<file path="config.mk">
export PLATFORM = sky130hd
export DESIGN_NAME = branch_sequencer
export DESIGN_NICKNAME = d
export VERILOG_FILES = /design/src/rtl/cpu_ctrl_pkg.sv /design/src/rtl/con_eval.sv /design/src/rtl/branch_sequencer.sv
export SDC_FILE = /design/constraint.sdc
export NUM_CORES = 1
export LEC_CHECK = 0
export ABC_AREA = 1
export ABC_CLOCK_PERIOD_IN_PS = 1800
export CAP_MARGIN = 30
export CORE_MARGIN = 4
export CORE_UTILIZATION = 29
export CTS_BUF_LIST = sky130_fd_sc_hd__clkbuf_4 sky130_fd_sc_hd__clkbuf_8
export DETAILED_ROUTE_END_ITERATION = 16
export PLACE_DENSITY = 0.82
export SKIP_CTS_REPAIR_TIMING = 1
export SLEW_MARGIN = 20
export SYNTH_ARGS = -nofsm -noshare
export SYNTH_HDL_FRONTEND = slang
export SYNTH_SLANG_ARGS = --single-unit
</file>
<file path="constraint.sdc">
create_clock -name Clock -period 1.8 [get_ports Clock]
set_input_delay 0.18 -clock Clock [delete_from_list [all_inputs] [get_ports Clock]]
set_output_delay 0.18 -clock Clock [all_outputs]
set_load 0.05 [all_outputs]
</file>
<file path="src/rtl/cpu_ctrl_pkg.sv">
// Shared control-path definitions for the branch sequencer:
// one-hot control-step states, C2 condition codes and the default branch opcode.
package cpu_ctrl_pkg;

  typedef enum logic [7:0] {
    S_IDLE = 8'b0000_0001,
    S_T0   = 8'b0000_0010,
    S_T1   = 8'b0000_0100,
    S_T2   = 8'b0000_1000,
    S_T3   = 8'b0001_0000,
    S_T4   = 8'b0010_0000,
    S_T5   = 8'b0100_0000,
    S_T6   = 8'b1000_0000
  } state_e;

  // Branch condition codes held in the IR C2 field
  localparam logic [1:0] CC_ZR = 2'b00;  // taken when bus == 0
  localparam logic [1:0] CC_NZ = 2'b01;  // taken when bus != 0
  localparam logic [1:0] CC_PL = 2'b10;  // taken when bus is non-negative
  localparam logic [1:0] CC_MI = 2'b11;  // taken when bus is negative

  localparam logic [4:0] BR_OPCODE_DEF = 5'b10010;

endpackage

</file>
<file path="src/rtl/con_eval.sv">
// Combinational branch-condition evaluator: C2 code plus bus value -> cond.
module con_eval
  import cpu_ctrl_pkg::*;
#(
  parameter int unsigned DATA_W = 32
) (
  input  logic [1:0]        c2,
  input  logic [DATA_W-1:0] bus,
  output logic              cond
);

  // Decode the condition code against the bus contents
  always_comb begin
    cond = 1'b0;
    case (c2)
      CC_ZR:   cond = (bus == '0);
      CC_NZ:   cond = (bus != '0);
      CC_PL:   cond = ~bus[DATA_W-1];
      CC_MI:   cond = bus[DATA_W-1];
      default: cond = 1'b0;
    endcase
  end

endmodule

</file>
<file path="src/rtl/branch_sequencer.sv">
// Hardwired control-step sequencer for the branch instruction class.
// Optional macro BRANCH_STATS_EN adds saturating taken / not-taken counters.
module branch_sequencer
  import cpu_ctrl_pkg::*;
#(
  parameter int unsigned          DATA_W    = 32,
  parameter int unsigned          OPC_W     = 5,
  parameter logic [OPC_W-1:0]     BR_OPCODE = OPC_W'(BR_OPCODE_DEF),
  parameter int unsigned          C2_LSB    = 19
) (
  input  logic              Clock,
  input  logic              Clear,
  input  logic              Run,
  input  logic              Mem_ready,
  input  logic [DATA_W-1:0] IR,
  input  logic [DATA_W-1:0] bus,
  output logic              PCout,
  output logic              MARin,
  output logic              ZLowIn,
  output logic              ZLowout,
  output logic              PCin,
  output logic              Read,
  output logic              MDRin,
  output logic              IncPC,
  output logic              MDRout,
  output logic              IRin,
  output logic              GRA,
  output logic              Rout,
  output logic              CONin,
  output logic              Yin,
  output logic              Cout,
  output logic              CON,
  output logic              Done,
  output logic              Illegal
`ifdef BRANCH_STATS_EN
  ,
  output logic [15:0]       Taken_cnt,
  output logic [15:0]       NotTaken_cnt
`endif
);

  state_e state_q, state_d;
  logic   con_q, con_d;
  logic   t1_hold_q, t1_hold_d;   // set while T1 is waiting beyond its first cycle

  logic [OPC_W-1:0] opcode;
  logic [1:0]       c2;
  logic             opc_match;
  logic             cond;
  logic             unused_ir;

  assign opcode    = IR[DATA_W-1 -: OPC_W];
  assign c2        = IR[C2_LSB +: 2];
  assign opc_match = (opcode == BR_OPCODE);
  assign unused_ir = ^IR;
  assign CON       = con_q;

  con_eval #(.DATA_W(DATA_W)) u_con_eval (
    .c2   (c2),
    .bus  (bus),
    .cond (cond)
  );

  // State, condition flag and T1-wait flag registers
  always_ff @(posedge Clock or negedge Clear) begin
    if (!Clear) begin
      state_q   <= S_IDLE;
      con_q     <= 1'b0;
      t1_hold_q <= 1'b0;
    end else begin
      state_q   <= state_d;
      con_q     <= con_d;
      t1_hold_q <= t1_hold_d;
    end
  end

  // Next-state and CON update; Run is only looked at in IDLE, T3 exit and T6
  always_comb begin
    state_d   = state_q;
    con_d     = con_q;
    t1_hold_d = 1'b0;
    case (state_q)
      S_IDLE: if (Run) state_d = S_T0;
      S_T0:   state_d = S_T1;
      S_T1: begin
        if (Mem_ready) state_d = S_T2;
        else           t1_hold_d = 1'b1;
      end
      S_T2:   state_d = S_T3;
      S_T3: begin
        if (opc_match) con_d = cond;
        if (opc_match && cond) state_d = S_T4;
        else                   state_d = Run ? S_T0 : S_IDLE;
      end
      S_T4:   state_d = S_T5;
      S_T5:   state_d = S_T6;
      S_T6:   state_d = Run ? S_T0 : S_IDLE;
      default: state_d = S_IDLE;
    endcase
  end

  // Strobe decode from registered state; T3 is additionally gated by the opcode
  always_comb begin
    PCout   = 1'b0;
    MARin   = 1'b0;
    ZLowIn  = 1'b0;
    ZLowout = 1'b0;
    PCin    = 1'b0;
    Read    = 1'b0;
    MDRin   = 1'b0;
    IncPC   = 1'b0;
    MDRout  = 1'b0;
    IRin    = 1'b0;
    GRA     = 1'b0;
    Rout    = 1'b0;
    CONin   = 1'b0;
    Yin     = 1'b0;
    Cout    = 1'b0;
    Done    = 1'b0;
    Illegal = 1'b0;
    case (state_q)
      S_T0: begin
        PCout  = 1'b1;
        MARin  = 1'b1;
        ZLowIn = 1'b1;
      end
      S_T1: begin
        ZLowout = 1'b1;
        Read    = 1'b1;
        MDRin   = 1'b1;
        PCin    = ~t1_hold_q;
        IncPC   = ~t1_hold_q;
      end
      S_T2: begin
        MDRout = 1'b1;
        IRin   = 1'b1;
      end
      S_T3: begin
        if (opc_match) begin
          GRA   = 1'b1;
          Rout  = 1'b1;
          CONin = 1'b1;
          Done  = ~cond;
        end else begin
          Illegal = 1'b1;
          Done    = 1'b1;
        end
      end
      S_T4: begin
        PCout = 1'b1;
        Yin   = 1'b1;
      end
      S_T5: begin
        Cout   = 1'b1;
        ZLowIn = 1'b1;
      end
      S_T6: begin
        ZLowout = 1'b1;
        PCin    = 1'b1;
        Done    = 1'b1;
      end
      default: ;
    endcase
  end

`ifdef BRANCH_STATS_EN
  logic [15:0] taken_cnt_q, taken_cnt_d;
  logic [15:0] nottaken_cnt_q, nottaken_cnt_d;

  assign Taken_cnt    = taken_cnt_q;
  assign NotTaken_cnt = nottaken_cnt_q;

  // Saturating retire counters for taken and legal not-taken branches
  always_comb begin
    taken_cnt_d    = taken_cnt_q;
    nottaken_cnt_d = nottaken_cnt_q;
    if (state_q == S_T6 && taken_cnt_q != '1)
      taken_cnt_d = taken_cnt_q + 16'd1;
    if (state_q == S_T3 && opc_match && !cond && nottaken_cnt_q != '1)
      nottaken_cnt_d = nottaken_cnt_q + 16'd1;
  end

  // Counter registers
  always_ff @(posedge Clock or negedge Clear) begin
    if (!Clear) begin
      taken_cnt_q    <= '0;
      nottaken_cnt_q <= '0;
    end else begin
      taken_cnt_q    <= taken_cnt_d;
      nottaken_cnt_q <= nottaken_cnt_d;
    end
  end
`endif

endmodule

</file>
==> results, run 1 <==
- The pin count of the biggest net entering global routing is 11.
- Synthesis inferred 10 register bits.
- Counting cells, the worst reg-to-reg path comes to 10.
- The number of max-cap violations is 0.
- In the final layout, the share of cells above drive strength 1 is roughly two fifths.
- The overall global routing resource usage is between 10% and 20%.
- The number of synthesized flops with an enable pin is 0.
- From bottom edge to top edge, the die measures about 61 um.
- The final-report hold violation count is 0.
- The cell-internal power is 0.000842 W.
- Walking the worst path, the cells encountered are nor2_4 > nand2_4 > nor4_4 > buf_4 > nand2_4 > clkinvlp_4 > buf_12.
- The detailed-route wire length is ~2.7 mm.
- The antenna cell count is 0.
- The largest total area in the synthesized netlist belongs to dfrtp_1.
- Setup repair after global routing could not meet its margin everywhere.
- The number of pins exceeding their max-slew limit in the final report is 0.
- At the worst endpoint, the arrival time is approximately 1.8 ns.
- Broken down by cell family, the worst path's largest delay share belongs to simple AND/OR/NAND/NOR gates.
- The number of antenna violations at the first check in global routing is 0.
- In this run the deepest clock path goes through 2 buffers.
- The region available for standard cell placement spans 2570 um^2.
- The clock skew is just under 0.0004 ns.
- The minimum clock period is 1.97 ns.
- Dividing the detail-routed wire length by the instance count gives approximately 12 um.
- The layout-stage area growth over the synthesis result is 128%.
- The number of core rows is 18.
- Once layout is complete, the utilization of the core stands at ~70%.
- In this run the remaining antenna-violating nets after routing total 0.
- In this run the worst path has a maximum fanout of 4.
- The number of vias in the routed layout is 994.
- The post-synth net total is 181.
- Summed over all nets, the switching power comes to 0.000552 W.
- The DRC violation count after routing is 0.
- For the final routed database, the setup TNS stands at -0.980 ns.
- The sequential fraction of design power is a little under a quarter.
- After synthesis, the netlist uses 22 different library cells.
- The first routing iteration left 7 violations.
- The final net count is 260.
- TritonCTS built the clock tree.
- The commonest register cell after synthesis is dfrtp_1.
- Together, buffers and inverters on the worst path number 3.
- After synthesis, the most frequently instantiated cells are 23 x nor2_1, 18 x nand2_1, 15 x inv_1.
- The post-synthesis sequential area ratio is about 31%.
- In this run, CTS created clock tree buffers numbering 3.
- The required time at the endpoint of the critical path is 1.62 ns.
- The final-report setup violation count is 9.
- In this run the static leakage power is approximately 0.83 nW.
- In this design, the stage delay of the slowest critical-path cell is about 0.4 ns.
- The worst flop-to-flop path startpoint is state_q[2]$_DFFE_PN0P_.
- The die width is 60.9 um.
- Across all setup checks in the final design, the least slack found is -0.170 ns.
- The run finished, with violations left.
- The checks that failed: setup timing.
- The capturing element type of the critical path is an output port.
- Counting stages on the worst path, the most repeated cell is nand2_4.
- The worst-case headroom to the max-slew limit is about two thirds.
- In the routed layout, each cell is associated on average with a via count of 4.50.
- The CTS sink count is 10.
- The slack of the worst reg-to-reg path is ~0.11 ns.
- The via count of the first global-routing pass is between 900 and 1000.
- The total grt overflow is 0.
- After synthesis, the cell types taking the most area are dfrtp_1 28%, nor2_1 11%, nand2_1 8.3%.
- After layout, the worst path uses 109% of the clock period.
- The slew at the pin with the worst max-slew slack is slightly above 0.5 ns.
- The detailed-placement wirelength estimate is ~2.3 mm.
- The number of filler cells placed in the layout is 203.
- The path class of the lowest-slack min-delay path is primary input to async pin.
- The clock power share is between 10 and 15%.
- By instance count, the leading cell after synthesis is nor2_1.
- The number of iterations in the first detailed-routing pass is 2.
- The first global-routing pass estimated between 4 and 5 mm of wire.
- The worst-case IR drop observed on VDD is just under 1000 uV.
- Of the total power, the share spent switching nets is roughly two fifths.
- The worst-skew pair later-pin latency is between 0.2 and 0.3 ns.
- The cell type of the slowest stage on the worst timing path is dfrtp_1.
- The congestion estimate from routability-driven global placement came to about 0.77.
- The number of warnings printed during yosys synthesis is 0.
- After synthesis, the mean cell area works out to between 7 and 8 um^2.
- STA classifies the critical path startpoint as a register.
- The overall die area is 3710 um^2.
- The count of buffers added on input and output ports is 60.
- The worst register-to-register path ends at state_q[1]$_DFFE_PN0P_.
- The power per standard cell area is about 750 nW/um^2.
- Combinational logic is responsible for about 63% of the overall power.
- The clock-pin slew on the worst setup and hold paths is ~0.060 ns.
- The number of top-level design ports is 86.
- For this run, the top clock speed supported by timing is a little over 0.5 GHz.
- The number of instances in the synthesized netlist is between 100 and 150.
- The kind of critical path is register to output port.
- For this configuration, the core starts out at a cell density of a little under a third.
- The maximum level of the CTS H-tree is 1.
- The area of the mapped netlist is approximately 810 um^2.
- The proportion of netlist area held by the largest area contributor is between 20% and 30%.
- The master cell of the clock root buffer is clkbuf_4.
- In the synthesized netlist the async set-or-reset flop fraction comes to 100%.
routing by layer:
metal | GRT usage [%] | routed length (um) | vias up
met5 | 0 | 0 | -
met4 | 2.79 | 15 | 0
met3 | 7.23 | 319 | 2
met2 | 27.9 | 1400 | 51
met1 | 15.4 | 929 | 435
li1 | - | - | 506
through the flow:
step | hold WS [ns] | instances | setup slack (ns) | area, um^2 | total power [W]
5_1_grt | 0.260 | 221 | -0.248 | 1850 | 0.00148
3_3_place_gp | 0.477 | 203 | -0.0152 | 1690 | 0.00109
2_1_floorplan | -0.116 | 113 | -0.247 | 880 | 0.000758
4_1_cts | 0.231 | 207 | -0.197 | 1720 | 0.00131
3_5_place_dp | 0.519 | 203 | -0.0498 | 1690 | 0.00111
6_report | 0.228 | 221 | -0.170 | 1850 | 0.00139
how the worst max path moves through the flow:
stage	startpoint	to	slack, ns	depth (start not counted)
finish	state_q[2]$_DFFE_PN0P_	Rout	-0.17	7
global route	state_q[2]$_DFFE_PN0P_	Done	-0.25	8
CTS	state_q[3]$_DFFE_PN0P_	Rout	-0.20	6
detailed placement	bus[1]	Done	-0.05	12
global placement	bus[1]	Done	-0.02	12
floorplan	state_q[7]$_DFFE_PN0P_	state_q[0]$_DFFE_PN1P_	-0.25	9
power groups by stage:
stage | logic (W) | registers, W | clock network (W)
after CTS | 0.000789 | 0.000315 | 0.000205
after detailed placement | 0.000787 | 0.000319 | 0
final | 0.000882 | 0.000315 | 0.000198
after global routing | 0.000940 | 0.000319 | 0.000219
after global placement | 0.000771 | 0.000315 | 0
after floorplan | 0.000446 | 0.000313 | 0
cells by family (layout without fill, tap and decap cells):
logic type | count (synthesis) | after routing | synth area share (%)
flops | 10 | 10 | 31.0
simple gates | 74 | 74 | 52.6
compound gates | 4 | 4 | 2.93
buf+inv | 25 | 103 | 13.4
state kept, by name, summed over array words and instances, names as in the netlist:
register,cells
t1_hold_q,1
CON,1
state_q,8
placed cells by master (no fill, tap or decap), drive strengths merged:
cell type,n
nand4,3
clkinvlp,1
a21oi,1
nand3,4
clkbuf,4
clkdlybuf4s50,43
or2,4
dfrtp,9
clkinv,1
nor4,9
buf,35
nor2,29
nor3,1
nand2,24
o21ai,3
inv,19
dfstp,1
cell type report:
type / instances / area, um^2 / area share, %
flip-flops and latches: 10 / 251 / 13.6
inverters: 21 / 83.8 / 4.54
clock buffers: 4 / 36.3 / 1.96
multi-input cells: 78 / 533 / 28.8
well taps: 30 / 37.5 / 2.03
repair buffers: 78 / 906 / 49.0
worst register-to-register path, cell delays in order, from the launching register on:
cell and delay, ns:
dfrtp_1 0.41, nor2_4 0.16, nand2_4 0.08, nor4_4 0.31
inv_2 0.08, nor2_4 0.16, nor2_2 0.05, nand2_2 0.12
buf_4 0.13, nand2_2 0.04, a21oi_2 0.10
(Power assumes the default switching activity.)
==> inputs of run 2 (changes only) <==
ABC_CLOCK_PERIOD_IN_PS = 2070   (was 1800)
clock period = 2.07 ns   (was 1.8 ns; I/O delays follow)
==> run 2 against run 1 <==
  * The run now ends clean
  * Clock power shrank 26%
  * First-iteration DRC count shrank 29%
  * Sequential power shrank 13%
  * Hold slack gained 0.024 ns
  * Total power shrank 20%
  * Critical path depth shrank 1
  * Combinational power shrank 21%
  * Clock skew is essentially flat
  * Clock-buffer cell count is the same
  * Highest routed layer unchanged
==> results, run 2 (synthesis gave the netlist of run 1 again) <==
- The number of antenna violations at the first check in global routing is 0 (unchanged).
- The maximum level of the CTS H-tree is 1 (unchanged).
- The die width is 60.9 um (unchanged).
- The antenna cell count is 0 (unchanged).
- The placer congestion estimate is 0.798 (+4.0%).
- The overall global routing resource usage is 14.5% (-0.58 points).
- The master cell of the clock root buffer is clkbuf_4.
- The share of cells above drive strength 1 is 32.8% (-6.0 points).
- The total grt overflow was 0 (unchanged).
- The number of pins exceeding their max-slew limit in the final report was 0 (unchanged).
- The number of top-level design ports was 86 (unchanged).
- The slew at the pin with the worst max-slew slack is 0.501 ns (-0.00253 ns).
- The setup slack after placement is 0.187 ns (+0.237 ns).
- The detailed-placement wirelength estimate is 2.26 mm (-2.8%).
- The DRC violation count after routing was 0 (unchanged).
- The number of iterations in the first detailed-routing pass is 4 (+2).
- The height of the die is 60.9 um (unchanged).
- The power per standard cell area was 652 nW/um^2 (-14%).
- The worst-case headroom to the max-slew limit came to 66.5% (+0.17 points).
- The most common library cell in the layout ignoring fill and taps is clkdlybuf4s50_1.
- The overall die area is 3710 um^2 (unchanged).
- The longest individual stage delay on the worst path was 0.42 ns (about the same).
- In the finished design, the share of the clock period the worst path needs comes to between 90% and 100%.
- For this design, the slowest cell found on the critical path is dfrtp_1.
- Setup repair after global routing could not meet its margin everywhere.
- The layout-stage area growth over the synthesis result is 110%.
- The initial core utilization was 31.6% (unchanged).
- The buffer and inverter count on the worst path came to 2 (-1).
- The worst setup path is captured at an output port.
- The required time at the endpoint of the critical path is 1.86 ns (+0.24 ns).
- The run finished with clean final reports.
- The clock skew is 0.000742 ns (+0.000352 ns).
- The least setup slack across all paths after layout is 0.0960 ns (+0.266 ns).
- The clock buffer count from CTS is 3 (unchanged).
- The final-report hold violation count is 0 (unchanged).
- STA classifies the critical path startpoint as a register.
- The critical path is of the register to output port type.
- The critical path goes through nor2_4 > nand2_4 > nor4_4 > nand2_1 > inv_2 > buf_12.
- The path class of the tightest hold or removal check is primary input to async pin.
- The end-of-flow core utilization is 66.4% (-5.6 points).
- The final net count is 249 (-4.2%).
- The number of core rows is 18 (unchanged).
- The reported leakage power came to 0.756 nW (-8.6%).
- The total power draw is 0.00111 W (-20%).
- The final-report setup violation count is 0 (-9).
- The worst-skew pair later-pin latency came to 0.25 ns (about the same).
- The highest achievable clock rate is between 0.5 and 0.6 GHz.
- The number of vias in the routed layout is 952 (-4.2%).
- The minimum clock period is slightly below 2 ns.
- The maximum vdd ir drop is 811 uV (-17%).
- The clock-pin slew on the worst setup and hold paths was 0.06 ns (about the same).
- The library cells used most frequently in the layout, excluding fill and tap cells, are 43 x clkdlybuf4s50_1, 22 x nor2_1, 18 x nand2_1, 16 x buf_12, 13 x inv_1.
- TritonCTS built the clock tree.
- The via count of the first global-routing pass is 974 (-2.4%).
- The wire length of the first global-routing pass is 3.97 mm (-4.5%).
- The CTS sink count is 10 (unchanged).
- The wire length per cell after detailed routing came to 11.7 um (-2.7%).
- The flip-flop count of the largest register, all copies and words added is 8 (unchanged).
- The final antenna-violating net count is 0 (unchanged).
- The number of max-cap violations was 0 (unchanged).
- The count of buffers from port buffering is 60 (unchanged).
- The tightest hold margin is 0.252 ns (+0.0242 ns).
- The number of DRC violations after detailed-routing iteration 0 is 5 (-2).
- The biggest fanout along the worst timing path was 6 (+2).
- The core area was 2570 um^2 (unchanged).
- The average vias per placed instance is 4.53 (+0.79%).
- The arrival time at the worst endpoint was 1.77 ns (-0.02 ns).
- The worst-case clock buffer depth is 2 (unchanged).
- The detailed-route wire length is 2.46 mm (-7.5%).
- The family of cells with the greatest summed delay on the critical path is simple AND/OR/NAND/NOR gates.
- The pin count of the biggest net entering global routing is 11 (unchanged).
- The largest register by flop count is state_q.
-- run 2: layer usage --
metal | vias to the layer above | track usage, % | share of wire [%]
met3 | 4 | 5.11 | 11
met5 | - | 0 | 0
met4 | 0 | 5.57 | 1.5
li1 | 487 | - | -
met1 | 410 | 13.1 | 33
met2 | 51 | 28.7 | 54
-- run 2: final timing paths --
kind	from	to	slack [ns]	cells after the start
setup / recovery	state_q[1]$_DFFE_PN0P_	CONin	0.1	6
hold / removal	Clear	state_q[2]$_DFFE_PN0P_	0.25	1
setup reg to reg	state_q[1]$_DFFE_PN0P_	state_q[1]$_DFFE_PN0P_	0.35	10
hold reg to reg	CON$_DFFE_PN0P_	CON$_DFFE_PN0P_	0.52	2
max in group asynchronous	Clear	state_q[0]$_DFFE_PN1P_	1.49	1
min in group Clock	CON$_DFFE_PN0P_	CON$_DFFE_PN0P_	0.52	2
-- run 2: stage by stage --
step	TNS [ns]	cells	area (um^2)
after detailed placement	0	201	1640
after floorplan	-0.0702	113	857
after CTS	-0.0553	205	1670
final	0	210	1710
after global routing	-0.0482	210	1710
after global placement	0	201	1640
-- run 2: area by class of cell --
cell class,instances,area (um^2)
fillers,218,862
repair buffers,67,811
multi-input cells,78,497
flip-flops and latches,10,251
inverters,21,78.8
well taps,30,37.5
clock buffers,4,30.0
-- run 2: where the power goes --
group | internal, W | switching [W]
Combinational | 0.000336 | 0.000357
Clock | 0.0000872 | 0.0000585
Sequential | 0.000234 | 0.0000399
